[config.mk]
export PLATFORM = sky130hd
export DESIGN_NAME = dmem_arbiter_flat
export DESIGN_NICKNAME = d
export VERILOG_FILES = /design/src/rtl/dmem_arbiter_pkg.sv /design/src/rtl/dmem_arbiter_if.sv /design/src/rtl/dmem_arbiter_starve_counter.sv /design/src/rtl/dmem_arbiter.sv /design/src/flat_wrapper.sv
export SDC_FILE = /design/constraint.sdc
export NUM_CORES = 1
export LEC_CHECK = 0
export CAP_MARGIN = 25
export CORE_MARGIN = 4
export CORE_UTILIZATION = 30
export DETAILED_ROUTE_END_ITERATION = 16
export GPL_ROUTABILITY_DRIVEN = 0
export PLACE_DENSITY = 0.71
export SLEW_MARGIN = 25
export SYNTH_ARGS = -nofsm -noshare
export SYNTH_HDL_FRONTEND = slang
export SYNTH_HIERARCHICAL = 1
export SYNTH_SLANG_ARGS = --single-unit
[constraint.sdc]
create_clock -name clk -period 3 [get_ports clk]
set_input_delay 0.6 -clock clk [delete_from_list [all_inputs] [get_ports clk]]
set_output_delay 0.6 -clock clk [all_outputs]
set_load 0.1 [all_outputs]
[src/rtl/dmem_arbiter_pkg.sv]
// -----------------------------------------------------------------------------
// dmem_arb_pkg
//   Shared types and constants for the data-memory arbiter.
//   - arb_state_e : read data-phase tracking (IDLE / CPU_RD / DEV_RD)
//   - STARVE_W    : width of the device starvation counter
//   - DEF_AW/DW   : default address / data widths
//   - sat_inc16   : saturating 16-bit increment used by the access statistics
//                   (only referenced when DMEM_ARB_STATS_EN is defined)
// -----------------------------------------------------------------------------
package dmem_arb_pkg;

    localparam int DEF_AW   = 32;
    localparam int DEF_DW   = 32;
    localparam int STARVE_W = 4;

    typedef enum logic [1:0] {
        IDLE   = 2'd0,
        CPU_RD = 2'd1,
        DEV_RD = 2'd2
    } arb_state_e;

    function automatic logic [15:0] sat_inc16(input logic [15:0] v);
        return (v == 16'hFFFF) ? v : v + 16'd1;
    endfunction

endpackage

[src/rtl/dmem_arbiter_if.sv]
// -----------------------------------------------------------------------------
// dmem_arbiter_if
//   Bundles the three sides of the arbiter: CPU load/store port, DMA device
//   port and the single-port synchronous data memory.
//   Modports:
//     slave  - the arbiter itself
//     master - the environment (CPU, DMA engine, memory)
//
//   Handshakes:
//     CPU : an access is attempted while cpu_req=1; it completes in the first
//           cycle with cpu_stall=0 (for a load that is the data cycle, where
//           cpu_rdata is valid). cpu_we/addr/wdata stay stable until then.
//     DEV : dev_req is a valid that must be held with stable we/addr/wdata
//           until dev_gnt (ready) is seen; the issue happens in the cycle both
//           are high. Read data follows one cycle later with dev_rvalid=1.
//     MEM : mem_en=1 issues one access per cycle; read data appears on
//           mem_rdata the following cycle.
// -----------------------------------------------------------------------------
interface dmem_arbiter_if #(
    parameter int AW = 32,
    parameter int DW = 32
) ();

    logic          cpu_req;
    logic          cpu_we;
    logic [AW-1:0] cpu_addr;
    logic [DW-1:0] cpu_wdata;
    logic [DW-1:0] cpu_rdata;
    logic          cpu_stall;

    logic          dev_req;
    logic          dev_we;
    logic [AW-1:0] dev_addr;
    logic [DW-1:0] dev_wdata;
    logic          dev_gnt;
    logic [DW-1:0] dev_rdata;
    logic          dev_rvalid;

    logic          mem_en;
    logic          mem_we;
    logic [AW-1:0] mem_addr;
    logic [DW-1:0] mem_wdata;
    logic [DW-1:0] mem_rdata;

    modport slave (
        input  cpu_req, cpu_we, cpu_addr, cpu_wdata,
        output cpu_rdata, cpu_stall,
        input  dev_req, dev_we, dev_addr, dev_wdata,
        output dev_gnt, dev_rdata, dev_rvalid,
        output mem_en, mem_we, mem_addr, mem_wdata,
        input  mem_rdata
    );

    modport master (
        output cpu_req, cpu_we, cpu_addr, cpu_wdata,
        input  cpu_rdata, cpu_stall,
        output dev_req, dev_we, dev_addr, dev_wdata,
        input  dev_gnt, dev_rdata, dev_rvalid,
        input  mem_en, mem_we, mem_addr, mem_wdata,
        output mem_rdata
    );

endinterface

[src/rtl/dmem_arbiter_starve_counter.sv]
// -----------------------------------------------------------------------------
// starve_counter
//   Saturating up-counter with synchronous clear. Counts cycles in which the
//   device is requesting but not granted; at_max tells the arbiter to hand the
//   next slot to the device.
//   Ports:
//     clk, reset (sync, active-low)
//     clr    - clear to zero (has priority over inc)
//     inc    - increment, saturating at MAX
//     cnt    - current count
//     at_max - cnt == MAX
// -----------------------------------------------------------------------------
module starve_counter
    import dmem_arb_pkg::*;
#(
    parameter int MAX = 4
) (
    input  logic                clk,
    input  logic                reset,
    input  logic                clr,
    input  logic                inc,
    output logic [STARVE_W-1:0] cnt,
    output logic                at_max
);

    localparam logic [STARVE_W-1:0] MAX_V = STARVE_W'(MAX);

    logic [STARVE_W-1:0] cnt_q, cnt_d;

    always_comb begin
        cnt_d = cnt_q;
        if (clr) begin
            cnt_d = '0;
        end else if (inc && (cnt_q != MAX_V)) begin
            cnt_d = cnt_q + 1'b1;
        end
    end

    always_ff @(posedge clk) begin
        if (!reset) begin
            cnt_q <= '0;
        end else begin
            cnt_q <= cnt_d;
        end
    end

    assign cnt    = cnt_q;
    assign at_max = (cnt_q == MAX_V);

endmodule

[src/rtl/dmem_arbiter.sv]
// -----------------------------------------------------------------------------
// dmem_arbiter
//   Shares one single-port synchronous data memory between the MIPS core's
//   load/store port and the UART/IrDA DMA engine. One issue per cycle,
//   pipelined with the read data phase of the previous issue. The CPU normally
//   wins; after STARVE_MAX consecutive denied device cycles the device wins.
//
//   Ports:
//     clk        - rising-edge clock
//     reset      - synchronous, active-low
//     bus        - dmem_arbiter_if.slave (CPU, device and memory sides)
//     state_dbg  - current data-phase state
//     starve_dbg - current device starvation count
//   Optional (macro DMEM_ARB_STATS_EN):
//     cpu_acc_cnt, dev_acc_cnt - saturating 16-bit granted-issue counters
// -----------------------------------------------------------------------------
module dmem_arbiter
    import dmem_arb_pkg::*;
#(
    parameter int AW         = DEF_AW,
    parameter int DW         = DEF_DW,
    parameter int STARVE_MAX = 4
) (
    input  logic                clk,
    input  logic                reset,
    dmem_arbiter_if.slave       bus,
    output arb_state_e          state_dbg,
    output logic [STARVE_W-1:0] starve_dbg
`ifdef DMEM_ARB_STATS_EN
    ,
    output logic [15:0]         cpu_acc_cnt,
    output logic [15:0]         dev_acc_cnt
`endif
);

    arb_state_e    state_q, state_d;
    logic [AW-1:0] addr_q, addr_d;
    logic [DW-1:0] wdata_q, wdata_d;

    logic cpu_rd_phase;
    logic dev_rd_phase;
    logic cpu_eligible;
    logic cpu_issue;
    logic dev_issue;
    logic starve_at_max;
    logic starve_clr;
    logic starve_inc;

    logic          mem_en;
    logic          mem_we;
    logic          cpu_stall;

    // Issue selection, next state and memory port. Issues are gated by reset
    // so that nothing reaches the memory or the handshakes while reset is held.
    always_comb begin
        cpu_rd_phase = (state_q == CPU_RD);
        dev_rd_phase = (state_q == DEV_RD);

        // The CPU's own data cycle is not a new request: it stays on the bus
        // while cpu_req is still high, but the port is left free for the device.
        cpu_eligible = reset && bus.cpu_req && !cpu_rd_phase;
        dev_issue    = reset && bus.dev_req && (starve_at_max || !cpu_eligible);
        cpu_issue    = cpu_eligible && !dev_issue;

        state_d = IDLE;
        if (cpu_issue && !bus.cpu_we) begin
            state_d = CPU_RD;
        end else if (dev_issue && !bus.dev_we) begin
            state_d = DEV_RD;
        end

        mem_en  = 1'b0;
        mem_we  = 1'b0;
        addr_d  = addr_q;
        wdata_d = wdata_q;
        if (cpu_issue) begin
            mem_en  = 1'b1;
            mem_we  = bus.cpu_we;
            addr_d  = bus.cpu_addr;
            wdata_d = bus.cpu_wdata;
        end else if (dev_issue) begin
            mem_en  = 1'b1;
            mem_we  = bus.dev_we;
            addr_d  = bus.dev_addr;
            wdata_d = bus.dev_wdata;
        end

        // Stall on any CPU request outside its data cycle, except a store that
        // completes in this very cycle.
        cpu_stall = cpu_eligible && !(cpu_issue && bus.cpu_we);

        starve_clr = dev_issue || !bus.dev_req;
        starve_inc = bus.dev_req && !dev_issue;
    end

    always_ff @(posedge clk) begin
        if (!reset) begin
            state_q <= IDLE;
            addr_q  <= '0;
            wdata_q <= '0;
        end else begin
            state_q <= state_d;
            addr_q  <= addr_d;
            wdata_q <= wdata_d;
        end
    end

    starve_counter #(
        .MAX (STARVE_MAX)
    ) u_starve (
        .clk    (clk),
        .reset  (reset),
        .clr    (starve_clr),
        .inc    (starve_inc),
        .cnt    (starve_dbg),
        .at_max (starve_at_max)
    );

    // Idle cycles present the last issued address/data to keep the memory
    // inputs quiet.
    assign bus.mem_en     = mem_en;
    assign bus.mem_we     = mem_we;
    assign bus.mem_addr   = addr_d;
    assign bus.mem_wdata  = wdata_d;

    assign bus.cpu_stall  = cpu_stall;
    assign bus.cpu_rdata  = cpu_rd_phase ? bus.mem_rdata : '0;
    assign bus.dev_gnt    = dev_issue;
    assign bus.dev_rvalid = dev_rd_phase;
    assign bus.dev_rdata  = dev_rd_phase ? bus.mem_rdata : '0;

    assign state_dbg      = state_q;

`ifdef DMEM_ARB_STATS_EN
    logic [15:0] cpu_cnt_q, cpu_cnt_d;
    logic [15:0] dev_cnt_q, dev_cnt_d;

    always_comb begin
        cpu_cnt_d = cpu_issue ? sat_inc16(cpu_cnt_q) : cpu_cnt_q;
        dev_cnt_d = dev_issue ? sat_inc16(dev_cnt_q) : dev_cnt_q;
    end

    always_ff @(posedge clk) begin
        if (!reset) begin
            cpu_cnt_q <= '0;
            dev_cnt_q <= '0;
        end else begin
            cpu_cnt_q <= cpu_cnt_d;
            dev_cnt_q <= dev_cnt_d;
        end
    end

    assign cpu_acc_cnt = cpu_cnt_q;
    assign dev_acc_cnt = dev_cnt_q;
`endif

endmodule

[src/flat_wrapper.sv]
// flat-port wrapper written by rule: the top's interface ports become plain ports
module dmem_arbiter_flat import dmem_arb_pkg::*;
#(
    parameter int AW         = DEF_AW,
    parameter int DW         = DEF_DW,
    parameter int STARVE_MAX = 4
)
  (clk, reset, state_dbg, starve_dbg, bus_cpu_req, bus_cpu_we, bus_cpu_addr, bus_cpu_wdata, bus_cpu_rdata, bus_cpu_stall, bus_dev_req, bus_dev_we, bus_dev_addr, bus_dev_wdata, bus_dev_gnt, bus_dev_rdata, bus_dev_rvalid, bus_mem_en, bus_mem_we, bus_mem_addr, bus_mem_wdata, bus_mem_rdata);
  dmem_arbiter_if #(.AW(AW), .DW(DW)) bus_i ();
  input  logic clk;
  input  logic reset;
  output arb_state_e state_dbg;
  output logic [STARVE_W-1:0] starve_dbg;
  input wire logic [$bits(bus_i.cpu_req)-1:0] bus_cpu_req;
  input wire logic [$bits(bus_i.cpu_we)-1:0] bus_cpu_we;
  input wire logic [$bits(bus_i.cpu_addr)-1:0] bus_cpu_addr;
  input wire logic [$bits(bus_i.cpu_wdata)-1:0] bus_cpu_wdata;
  output wire logic [$bits(bus_i.cpu_rdata)-1:0] bus_cpu_rdata;
  output wire logic [$bits(bus_i.cpu_stall)-1:0] bus_cpu_stall;
  input wire logic [$bits(bus_i.dev_req)-1:0] bus_dev_req;
  input wire logic [$bits(bus_i.dev_we)-1:0] bus_dev_we;
  input wire logic [$bits(bus_i.dev_addr)-1:0] bus_dev_addr;
  input wire logic [$bits(bus_i.dev_wdata)-1:0] bus_dev_wdata;
  output wire logic [$bits(bus_i.dev_gnt)-1:0] bus_dev_gnt;
  output wire logic [$bits(bus_i.dev_rdata)-1:0] bus_dev_rdata;
  output wire logic [$bits(bus_i.dev_rvalid)-1:0] bus_dev_rvalid;
  output wire logic [$bits(bus_i.mem_en)-1:0] bus_mem_en;
  output wire logic [$bits(bus_i.mem_we)-1:0] bus_mem_we;
  output wire logic [$bits(bus_i.mem_addr)-1:0] bus_mem_addr;
  output wire logic [$bits(bus_i.mem_wdata)-1:0] bus_mem_wdata;
  input wire logic [$bits(bus_i.mem_rdata)-1:0] bus_mem_rdata;
  assign bus_i.cpu_req = bus_cpu_req;
  assign bus_i.cpu_we = bus_cpu_we;
  assign bus_i.cpu_addr = bus_cpu_addr;
  assign bus_i.cpu_wdata = bus_cpu_wdata;
  assign bus_cpu_rdata = bus_i.cpu_rdata;
  assign bus_cpu_stall = bus_i.cpu_stall;
  assign bus_i.dev_req = bus_dev_req;
  assign bus_i.dev_we = bus_dev_we;
  assign bus_i.dev_addr = bus_dev_addr;
  assign bus_i.dev_wdata = bus_dev_wdata;
  assign bus_dev_gnt = bus_i.dev_gnt;
  assign bus_dev_rdata = bus_i.dev_rdata;
  assign bus_dev_rvalid = bus_i.dev_rvalid;
  assign bus_mem_en = bus_i.mem_en;
  assign bus_mem_we = bus_i.mem_we;
  assign bus_mem_addr = bus_i.mem_addr;
  assign bus_mem_wdata = bus_i.mem_wdata;
  assign bus_i.mem_rdata = bus_mem_rdata;
  dmem_arbiter #(.AW(AW), .DW(DW), .STARVE_MAX(STARVE_MAX)) u_core (.clk(clk), .reset(reset), .bus(bus_i), .state_dbg(state_dbg), .starve_dbg(starve_dbg));
endmodule
==> results of run 1 <==
-- registers in the layout (all words and copies together) (netlist names) --
name / flops
u_core/addr_q: 32
u_core/wdata_q: 32
u_core/u_starve/cnt: 4
u_core/state_dbg: 2
-- cell type report --
class | count | area share
flip-flops and latches | 70 | 0.144
well taps | 180 | 0.0230
inverters | 50 | 0.0198
clock inverters | 5 | 0.00829
multi-input cells | 335 | 0.285
repair buffers | 342 | 0.494
clock buffers | 11 | 0.0258
-- cell families after synthesis --
group / synth area share
flops: 0.330
fa+ha+maj: 0.00589
buf+inv: 0.0946
simple gates: 0.172
compound gates: 0.398
-- cell usage in the layout, fill, tap and decap left out, drive strengths merged, types with 2 or more instances in the layout --
cell type and instances:
inv 49, a222oi 41, nand3 49, dfxtp 70, ha 2, o21a 23, clkinvlp 2, a22o 42
a211oi 2, nor2 3, o211a 23, and2 65, nor2b 3, bufbuf 2, clkinv 2, nand2b 2
nand2 3, clkdlybuf4s50 163, a21o 41, buf 173, clkbuf 13, bufinv 2, o21ai 26, a21oi 4
-- critical path, delay by kind of cell, from the launching register on --
kind / cells / cell delay [ns]
AOI/OAI and AO/OA: 3 / 0.70
and+or+nand+nor: 1 / 0.11
adders and majority gates: 1 / 0.16
DFF: 1 / 0.37
buffers and inverters: 5 / 0.60
-- where the power goes --
group	internal (W)	leakage, nW	switching [W]
Sequential	0.000999	0.582	0.0000387
Combinational	0.000923	3.70	0.00132
Clock	0.000773	0.162	0.000406
-- worst paths after layout --
kind	endpoint	slack, ns	depth (start not counted)
setup reg to reg	u_core/u_starve/cnt[3]	0.68	12
setup / recovery	bus_mem_addr[27]	0.11	10
hold / removal	u_core/wdata_q[22]	0.48	2
hold reg to reg	u_core/wdata_q[22]	0.48	2
-- metal layers --
layer,global-route usage,up-vias,part of all wire
met1,0.249,2506,0.36
met3,0.0807,43,0.11
met2,0.405,308,0.50
met4,0.0896,2,0.031
met5,0,-,0.00036
li1,-,2505,-
-- stage by stage --
step / power, W / TNS (ns)
final: 0.00446 / 0
after global routing: 0.00461 / -0.115
after CTS: 0.00448 / 0
after detailed placement: 0.00327 / -1.31
after global placement: 0.00324 / -1.69
after floorplan: 0.00234 / -0.199
-- what timing repair did --
| item | CTS | global route |
|---|---|---|
| pin swaps | 0 | 2 |
| buffers inserted | 3 | 5 |
| gates resized for setup | 9 | 4 |
| cloned | 2 | 2 |
| setup endpoints to repair | 56 | 54 |
==> flow_summary.toml, run 1 <==
[outcome]
outcome = "finished clean"

[clock_network]
buffer_levels_on_the_longest_clock_path = 2
tritoncts = "built"
tritoncts_num_sinks = 70
cts_root_buffer = "clkbuf_16"
cts_buffers = 9
clkLatencyLatePin_ns = 0.34
htree_num_levels = 3
cts_hold_buf = 0
cts.reportedPaths.clkPinSlew_ns = 0.05

[synthesis]
post-synth-top-count-cell = "dfxtp_1"
synth.avg_cell_area_um2 = 8.36
synth_top_flop_cell = "dfxtp_1"
synthDominantAreaCellType = "dfxtp_1"
synthesis_warning_total = 6
synth_edf_count = 0
synthTopCellsByCount = "dfxtp_1 (70), and2_1 (65), nand3_1 (49), inv_1 (48), a22o_1 (42)"
synth-async-reset-ratio = 0
synthTopCellsByArea = "dfxtp_1 (33%), a222oi_1 (9.7%), and2_1 (9.6%)"
synth_top_cell_area_share = 0.330
synth_nets = 676
synth_cells = 508
synth_cell_types = 27
synth_seq_cells = 70
syn_area_mm2 = 0.00425
portion_of_the_post_synthesis_area_used_by_sequential_elements = 0.330

[final_layout]
final_cell_area_mm2 = 0.00981
postLayoutCoreUtil = 0.707
antennaDiodeCount = 0
register_area_mm2 = 0.00142
area_of_the_multi_input_gates_mm2 = 0.00279
final_layout_net_count = 976
post_synthesis_to_final_layout_area_growth_pct = 131
drive_gt1_frac = 0.341
layout.filler_cells = 1011
finish.cell_count_without_fillers = 993

[sta]
timing.max_slew.rel_slack = 0.676
hold_slack_ns = 0.482
finalCriticalPeriod_ns = 2.89
report.final.slew_viol_count = 0
finClkSkew_ns = 0.0131
hold_violations = 0
timing.fmax_mhz = 346
finalCritPeriodShare = 0.965
least_margin_pin_slew_ns = 0.485
setup_ws_ns = 0.106
setup_viol_count_final = 0

[floorplanning]
die_w_um = 127
row_count = 43
initial_utilization = 0.306
die_h_um = 127
coreArea_mm2 = 0.0139
num_io_pins = 305
floorplan.die_area_mm2 = 0.0161

[routing]
routed_via_count = 5364
post_route_drc_violation_count = 0
drtPass1Iterations = 5
drt_first_iter_violations = 388
route.final.wire_length_um = 19400
drt-vias-per-instance = 5.40
postRouteAntennaNets = 0
route.detailed.wl_per_inst_um = 19.5

[critical_path]
criticalPathCategory = "flop to primary output"
cp_cell_sequence = "inv_2, ha_2, nand3b_1, inv_2, o311ai_4, inv_4, clkbuf_16, a22o_1, a21o_2, buf_12"
path_max_fanout = 15
crit_path_max_incr_delay_ns = 0.37
crit_required_ns = 2.40
critical_path.endpoint_type = "primary output"
critical-path-top-cell-by-count = "inv_2"
critical_path.reg2reg.startpoint = "u_core/u_starve/cnt[1]"
worst_setup_path_start_kind = "flop"
cpMaxStageDelayCell = "dfxtp_4"
critical_path.startpoint = "u_core/u_starve/cnt[1]"
worst_ep_arrival_time_ns = 2.29

[placed_design]
hpwl_um = 14600
place.detailed.instances = 965
buffer_ports.inserted = 304
dpl-instance-area_mm2 = 0.00927
worst_slack_at_placement_ns = -0.0610

[grt]
grt_pass1_vias = 5571
largest_net_degree_at_the_start_of_global_routing = 57
grt_first_pass_wirelength_um = 29700
track_usage = 0.228
grt.overflow.total = 0
grt_antenna_before_repair = 1

[pwr]
static-leakage-power_nw = 4.44
power_density_mw_per_mm2 = 454
vdd_drop_max_mv = 0.309

[hold_path]
worst_hold_startpoint = "u_core/wdata_q[22]"
class_of_the_most_critical_hold_timing_path = "flop to flop"

[job]
maximum_capacitance_violations = 0
(Power assumes the default switching activity.)
==> run 2, diff against run 1 <==
--- a/config.mk
+++ b/config.mk
@@ -10,6 +10,7 @@
 export CORE_UTILIZATION = 30
 export DETAILED_ROUTE_END_ITERATION = 16
 export GPL_ROUTABILITY_DRIVEN = 0
+export HOLD_SLACK_MARGIN = 0.12
 export PLACE_DENSITY = 0.71
 export SLEW_MARGIN = 25
 export SYNTH_ARGS = -nofsm -noshare
==> results of run 2 <==
Final layout, timing and power as in run 1 (identical DEF).
